--- src/rtl/paddle_mode_ctrl.sv ---
// Paddle game-mode sequencer: ATTRACT / READY / PLAY / PAUSE, movement tick, clamping, idle timeout.
// Optional CPU opponent on paddle 2 is enabled by defining PADDLE_CPU_P2_EN.
module paddle_mode_ctrl #(
    parameter int TICK_DIV    = 262144,
    parameter int Y_MIN       = 62,
    parameter int Y_MAX       = 418,
    parameter int Y_CENTER    = 240,
    parameter int STEP        = 2,
    parameter int READY_TICKS = 64,
    parameter int IDLE_TICKS  = 1024
) (
    input  logic        clk,
    input  logic        rst,
    input  logic        start,
    input  logic        pause,
    input  logic        p1_up,
    input  logic        p1_dn,
    input  logic        p2_up,
    input  logic        p2_dn,
    input  logic [10:0] demo_p1_y,
    input  logic [10:0] demo_p2_y,
    output logic [10:0] p1_y,
    output logic [10:0] p2_y,
    output logic        demo_en,
    output logic [1:0]  mode,
    output logic        tick
);

`ifdef PADDLE_CPU_P2_EN
    localparam logic CPU_P2 = 1'b1;
`else
    localparam logic CPU_P2 = 1'b0;
`endif

    localparam int TW = (TICK_DIV > 1) ? $clog2(TICK_DIV) : 1;
    localparam int RW = $clog2(READY_TICKS + 1);
    localparam int IW = $clog2(IDLE_TICKS + 1);

    localparam logic [TW-1:0]       TICK_LAST  = TW'(TICK_DIV - 1);
    localparam logic [RW-1:0]       READY_LAST = RW'(READY_TICKS - 1);
    localparam logic [IW-1:0]       IDLE_LAST  = IW'(IDLE_TICKS - 1);
    localparam logic [10:0]         Y_CTR      = 11'(Y_CENTER);
    localparam logic signed [11:0]  STEP_S     = 12'(STEP);
    localparam logic signed [11:0]  YMIN_S     = 12'(Y_MIN);
    localparam logic signed [11:0]  YMAX_S     = 12'(Y_MAX);

    typedef enum logic [1:0] {
        ST_ATTRACT = 2'd0,
        ST_READY   = 2'd1,
        ST_PLAY    = 2'd2,
        ST_PAUSE   = 2'd3
    } state_t;

    state_t        state;
    logic [TW-1:0] tick_cnt;
    logic [TW-1:0] tick_cnt_nxt;
    logic [RW-1:0] ready_cnt;
    logic [IW-1:0] idle_cnt;
    logic          pause_prev;
    logic          pause_edge;
    logic [10:0]   p1_reg;
    logic [10:0]   p2_reg;
    logic          p2_up_eff;
    logic          p2_dn_eff;
    logic          any_btn;

    // Moves are computed in 12-bit signed so a step below zero cannot wrap.
    function automatic logic [10:0] move_y(input logic [10:0] y, input logic up, input logic dn);
        logic signed [11:0] v;
        v = $signed({1'b0, y});
        if (up && !dn)
            v = v - STEP_S;
        else if (dn && !up)
            v = v + STEP_S;
        if (v < YMIN_S)
            v = YMIN_S;
        else if (v > YMAX_S)
            v = YMAX_S;
        return v[10:0];
    endfunction

    assign pause_edge   = pause & ~pause_prev;
    assign p2_up_eff    = p2_up & ~CPU_P2;
    assign p2_dn_eff    = p2_dn & ~CPU_P2;
    assign any_btn      = p1_up | p1_dn | p2_up_eff | p2_dn_eff;
    assign tick_cnt_nxt = (tick_cnt == TICK_LAST) ? '0 : tick_cnt + 1'b1;

    always_ff @(posedge clk) begin
        if (rst) begin
            state      <= ST_ATTRACT;
            demo_en    <= 1'b1;
            p1_reg     <= Y_CTR;
            p2_reg     <= Y_CTR;
            tick       <= 1'b0;
            tick_cnt   <= '0;
            ready_cnt  <= '0;
            idle_cnt   <= '0;
            pause_prev <= 1'b0;
        end else begin
            pause_prev <= pause;
            tick_cnt   <= tick_cnt_nxt;
            tick       <= (tick_cnt_nxt == TICK_LAST);

            case (state)
                ST_ATTRACT: begin
                    if (start) begin
                        state     <= ST_READY;
                        demo_en   <= CPU_P2;
                        p1_reg    <= Y_CTR;
                        p2_reg    <= Y_CTR;
                        ready_cnt <= '0;
                        idle_cnt  <= '0;
                    end
                end
                ST_READY: begin
                    if (tick) begin
                        if (ready_cnt == READY_LAST) begin
                            state     <= ST_PLAY;
                            ready_cnt <= '0;
                        end else begin
                            ready_cnt <= ready_cnt + 1'b1;
                        end
                    end
                end
                ST_PLAY: begin
                    // A pause edge wins the cycle outright: no move, idle count held.
                    if (pause_edge) begin
                        state <= ST_PAUSE;
                        if (CPU_P2)
                            p2_reg <= demo_p2_y;
                    end else if (tick) begin
                        p1_reg <= move_y(p1_reg, p1_up, p1_dn);
                        if (!CPU_P2)
                            p2_reg <= move_y(p2_reg, p2_up_eff, p2_dn_eff);
                        if (any_btn) begin
                            idle_cnt <= '0;
                        end else if (idle_cnt == IDLE_LAST) begin
                            idle_cnt <= '0;
                            state    <= ST_ATTRACT;
                            demo_en  <= 1'b1;
                        end else begin
                            idle_cnt <= idle_cnt + 1'b1;
                        end
                    end
                end
                ST_PAUSE: begin
                    if (pause_edge || start)
                        state <= ST_PLAY;
                end
                default: state <= ST_ATTRACT;
            endcase
        end
    end

    assign mode = state;
    assign p1_y = (state == ST_ATTRACT) ? demo_p1_y : p1_reg;

    always_comb begin
        p2_y = p2_reg;
        if (state == ST_ATTRACT)
            p2_y = demo_p2_y;
        else if (CPU_P2 && state != ST_PAUSE)
            p2_y = demo_p2_y;
    end

endmodule

--- config.mk ---
export PLATFORM = sky130hd
export DESIGN_NAME = paddle_mode_ctrl
export DESIGN_NICKNAME = d
export VERILOG_FILES = /design/src/rtl/paddle_mode_ctrl.sv
export SDC_FILE = /design/constraint.sdc
export NUM_CORES = 1
export LEC_CHECK = 0
export CAP_MARGIN = 5
export CORE_MARGIN = 1
export CORE_UTILIZATION = 34
export DETAILED_ROUTE_END_ITERATION = 6
export PLACE_DENSITY = 0.58
export SLEW_MARGIN = 20
export SYNTH_ARGS = -nofsm -noshare
export SYNTH_HDL_FRONTEND = slang
export SYNTH_SLANG_ARGS = --single-unit
--- constraint.sdc ---
create_clock -name clk -period 2.45 [get_ports clk]
set_clock_uncertainty 0.2 [all_clocks]
set_input_delay 0.3675 -clock clk [delete_from_list [all_inputs] [get_ports clk]]
set_output_delay 0.3675 -clock clk [all_outputs]
set_load 0.005 [all_outputs]
---- After elaboration in Yosys (flattened, before gate mapping) ----
Index checks and enable logic that the tools add are counted.
operators by class
  add/sub/neg operators ................... 7
  $lt $le $gt $ge ......................... 4
  equality and inequality tests ........... 18
  muxes and demuxes ....................... 51
  bitwise gates (word level) .............. 5
  reductions and logical operators ........ 16
operators by type and width
  operator                                                                       number
  11-bit two-way mux                                                             16
  12-bit two-way mux                                                             12
  11-bit case mux with 2 select lines                                            3
  18-bit equality test, second input constant                                    2
  11-bit by 2-bit adder with 12-bit output, second input constant                2
  12-bit by 10-bit > comparator with 1-bit output, second input constant         2
  12-bit by 7-bit less-than comparator with 1-bit output, second input constant  2
  11-bit by 2-bit subtractor with 12-bit output, second input constant           2
  7-bit two-way mux                                                              3
  18-bit by 1-bit adder with 18-bit output, second input constant                1
  18-bit two-way mux                                                             1
  2-bit two-way mux                                                              8
  2-bit inequality test, second input constant                                   8
  7-bit case mux with 2 select lines                                             1
  11-bit by 1-bit adder with 11-bit output, second input constant                1
  11-bit by 10-bit equality test with 1-bit output, second input constant        1
  3-bit inequality test, second input constant                                   3
  2-bit case mux with 4 select lines                                             1
  7-bit by 1-bit adder with 7-bit output, second input constant                  1
  7-bit by 6-bit equality test with 1-bit output, second input constant          1
  7-bit AND reduction                                                            1
  6-bit AND reduction                                                            1
  1-bit two-way mux                                                              5
  2-bit equality test, second input constant                                     2
  12 further kinds                                                               21
storage, ports and cells
  register bits ........................... 63
  input bits .............................. 30
  output and inout port bits .............. 26
  logic and storage cells ................. 110

---- Longest topological paths before layout ----
Gate-level depths: netlist (run 1).
  depth in word-level cells ............... 14
  mapped depth ............................ 9
  depth with buffers taken out ............ 9

---- Worst setup path after synthesis (run 1) ----
No wires, ideal clock.
  path type ............................... reg-to-reg
  start point ............................. register p2_reg[1]
  end point ............................... register p2_reg[5]
  library setup time ...................... 0.128 ns
  arrival ................................. 2.391 ns
  data required time ...................... 2.122 ns
  path slack .............................. -0.269 ns
  stages on the path, launching flop included .. 10
  buffers on the path ..................... 0
  cells stage by stage .................... dfxtp_1 inv_1 ha_1 or3b_4 o22ai_4 xnor2_1 or4_4 a311o_1 nor4_1 a211oi_1
between the ends
  word-level cells in the longest chain between the ends .. 13
  elaborated cells between the ends (all ways) .. 15
  classes of those cells .................. add/sub: 2; order compare: 2; mux: 11
RTL lines
  item                                             RTL line  source
  start, declared                                  62        logic [10:0] p2_reg;
  start signal, assigned                           130       p2_reg <= demo_p2_y;
  start signal, assigned                           134       p2_reg <= move_y(p2_reg, p2_up_eff, p2_dn_eff);
  11-bit by 2-bit adder with 12-bit output         74        v = v + STEP_S;
  12-bit two-way mux                               73        else if (dn && !up)
  12-bit two-way mux (*)                           71        if (up && !dn)
  12-bit two-way mux (*)                           131       end else if (tick) begin
  12-bit two-way mux (*)                           127       if (pause_edge) begin
  12-bit two-way mux (*)                           104       case (state)
  12-bit two-way mux (*)                           89        if (rst) begin
  12-bit by 10-bit > comparator with 1-bit output  77        else if (v > YMAX_S)
  11-bit two-way mux                               77
  11-bit two-way mux (*)                           75        if (v < YMIN_S)
  11-bit two-way mux (*)                           131
  11-bit two-way mux (*)                           127
  11-bit case mux with 2 select lines (*)          104
Mark *: on every way between the ends. The rest lies on a longest branch, timed or not. The select of a mux whose other input is x is not followed.
A chain may end at the register's enable or synchronous reset.

---- Final worst setup path (run 1) ----
  start point ............................. register p2_reg[2]
  end point ............................... register p2_reg[5]
The elaborated chain is that of the path after synthesis.

==> results of run 1 <==
stage by stage:
stage / area [sq um] / total power [mW]
finish: 6296 / 3.333
global route: 6296 / 3.502
CTS: 6107 / 3.410
detailed placement: 5460 / 1.961
global placement: 5460 / 1.951
floorplan: 4071 / 1.478
final cells by class:
class | count | area share, %
sequential | 61 | 19.81
clock buffer | 11 | 4.014
tap | 143 | 2.842
timing repair buffer | 180 | 25.22
clock inverter | 4 | 0.7552
multi-input combinational | 392 | 46.42
inverter | 13 | 0.9340
path summary, 6_finish.rpt:
| check | start | endpoint | slack (ns) |
|---|---|---|---|
| worst max-delay path | p2_reg[2]$_SDFFE_PP0P_ | p2_reg[5]$_SDFFE_PP1P_ | -0.23 |
| worst min-delay path | idle_cnt[10]$_SDFFE_PP0P_ | idle_cnt[10]$_SDFFE_PP0P_ | 0.27 |
| worst max register to register | p2_reg[2]$_SDFFE_PP0P_ | p2_reg[5]$_SDFFE_PP1P_ | -0.23 |
| worst min register to register | idle_cnt[10]$_SDFFE_PP0P_ | idle_cnt[10]$_SDFFE_PP0P_ | 0.27 |
timing repair:
action,in CTS,in global routing
gates cloned,3,0
pin swaps,27,17
endpoints found under the setup margin,25,39
setup buffers,14,6
gates resized for setup,44,48
synth_stat cells, types with 3 or more instances:
cell type,instances,area share [%]
o21ai_0,16,2.0
and3_1,6,0.94
o22a_1,3,0.66
xor2_1,19,4.2
nand2_1,37,3.5
buf_2,3,0.37
o31ai_1,3,0.56
and2_1,5,0.78
nor3_1,14,1.7
nor2_1,61,5.7
a21oi_1,26,3.2
nor3b_1,4,0.75
xnor2_1,20,4.4
nor4_4,3,1.6
nand3b_1,6,1.1
o22ai_1,5,0.78
inv_1,13,1.2
or2_2,5,0.78
mux2i_1,6,1.5
nand4_1,10,1.6
or3_1,8,1.2
nor4_1,8,1.2
nand3_1,22,2.7
a31oi_1,7,1.1
ha_1,7,2.2
nand2b_1,14,2.2
mux2_2,13,3.7
clkbuf_1,12,1.1
dfxtp_1,61,30
report_power, final:
group	internal, mW	switching, mW
Clock	0.832	0.440
Sequential	1.01	0.0280
Combinational	0.584	0.434
Total	2.43	0.902
cell usage in the layout (no fill, tap or decap), types with 6 or more instances in the layout:
master             n
clkbuf_16          9
xnor2_1           15
dfxtp_4            6
and3_1             6
dlymetal6s2s_1    20
nand2b_1          14
inv_1              9
nand3_1           22
nand2_1           36
nor3_1            12
or3_1              8
a21oi_1           23
o21ai_0           16
nor2_1            59
buf_4            117
buf_6              6
dfxtp_1           52
xor2_1            16
a31oi_1            6
nand3b_1           6
mux2_2            13
nand4_1           10
clkdlybuf4s50_1   30
logic make-up after synthesis:
kind of cell | count (synthesis)
AOI/OAI and AO/OA | 103
xor gates and xnor gates | 39
adders and majority gates | 7
buffers and inverters | 36
DFF | 61
muxes | 20
and+or+nand+nor | 222
metal layers:
layer | wire length, um | up-vias | part of all wire (%) | track usage [%]
met2 | 6089 | 115 | 49 | 33.62
met4 | 243 | 0 | 2.0 | 6.400
li1 | - | 2117 | - | -
met1 | 5580 | 2023 | 45 | 25.54
met5 | 0 | - | 0 | 0
met3 | 527 | 22 | 4.2 | 4.830
==> run metrics, run 1 <==
die span in x=110.6 um; Worst-Skew Late Latency=0.33 ns; Post-synth EDFFs=0; crit path capture type=flip-flop; # Max-Cap Violations=0; adder-cell share of the synthesized area=~2.2%; crit-path max FO=6; Lkg Pwr=2.574 nW; synthesis-to-finish area growth=57.05%; critical path's largest stage delay=about 0.46 ns; CTS sink cnt=61; ANT cells=0; filler instances=1025; H-tree depth=3; Avg Cell Area, Syn=8.215 sq um; RSZ-0062 raised after global routing=true; Final Max Slew Viols=0; Placed Cells=767; cell area power density=529.4 mW/mm^2; final setup vio count=16; hpwl dp=8.595 mm; CTS tree=built; Synth Warn #=0; flops & latches, synth=about 60; buffer and inverter count on the worst path=1; die area=around 0.012 sq mm; Starting Density=about a third; Largest regs=tick_cnt x18, idle_cnt x11; asr flop ratio synth=0%; multi-input logic area=0.002923 sq mm; mux contribution to synthesized area=5.524%; Post-Synthesis Cells=roughly 490; CP delay by family, top=simple AND/OR/NAND/NOR gates; core area=around 0.011 sq mm; max reg flops=18; vias per cell=5.320; Hold Slack=~0.27 ns; vias in the first global route=4176; Hold Crit Depth=1; R2R depth=9; CTS buffer count=9; setup TNS=-1.844 ns; First DRT Iteration DRCs=212; crit path DAT=around 2.7 ns; fin util=54.90%; DR WL/cell=15.47 um; Synthesized Nets=between 500 and 600; setup ws final=-0.2323 ns; XOR/XNOR share of the synthesized area=8.521%; layout cell share with drive strength beyond 1=34.95%; total number of cells along the worst setup path=9; failing checks=setup timing; # hold bufs at CTS=0; Synth Cell Area=~0.0040 sq mm; fmax=372.8 MHz; CP required=2.46 ns; nets=694; dominant combinational cell family by area after synthesis=simple AND/OR/NAND/NOR gates; HP Class=flip-flop to flip-flop; Fin. Hold Viols=0; slew of the pin with the lowest slew margin=roughly 0.7 ns; Most used DFF post-synth=dfxtp_1; First-pass DRT Iterations=4; Synth Area in Simple Gates=a little under a third; CP Launch Type=flip-flop; WL final=12.44 mm; GRT Total Usage=between 20% and 30%; largest net degree at the start of global routing=16; Netlist cell types=81; DP Worst Slack=-0.7605 ns; initial antenna violation count=0; Reg area=0.001247 sq mm; DRC=0; Clock transition at path regs=0.05 ns; worst setup path category=flip-flop to flip-flop; Die Y=between 100 and 150 um; Post-DRT Antenna Nets=0; Remaining Overflow, GRT=0; sequential-to-total area share from yosys stat=just over 30%; crit share post-route=109.5%; Slowest cell on crit path=or4_4; CTS Buffer Depth=2; routed via count=4277; Port Buffers=55; RD Place Congestion=just under 0.9; Final min period=2.682 ns; row count=39; Cell Count, Final, Fillers Out=roughly 800; first-pass GRT wire length=approximately 20 mm; worst rel slew slack=52.39%; Synth Area in Compound Gates=18.13%; io pins=56; Cell Chain, Critical Path=inv_4, ha_4, or3b_4, o22ai_4, xnor2_2, or4_4, a311o_1, nor4_2, a211oi_1; Root Driver=clkbuf_16; Worst VDD drop=0.3795 mV; status=finished with violations; Biggest register=tick_cnt
(Power assumes the default switching activity.)
==> inputs of run 2 (changes only) <==
- CAP_MARGIN: 5 -> 20
==> results of run 2 <==
The final DEF is identical to that of run 1; final timing and power are the same.
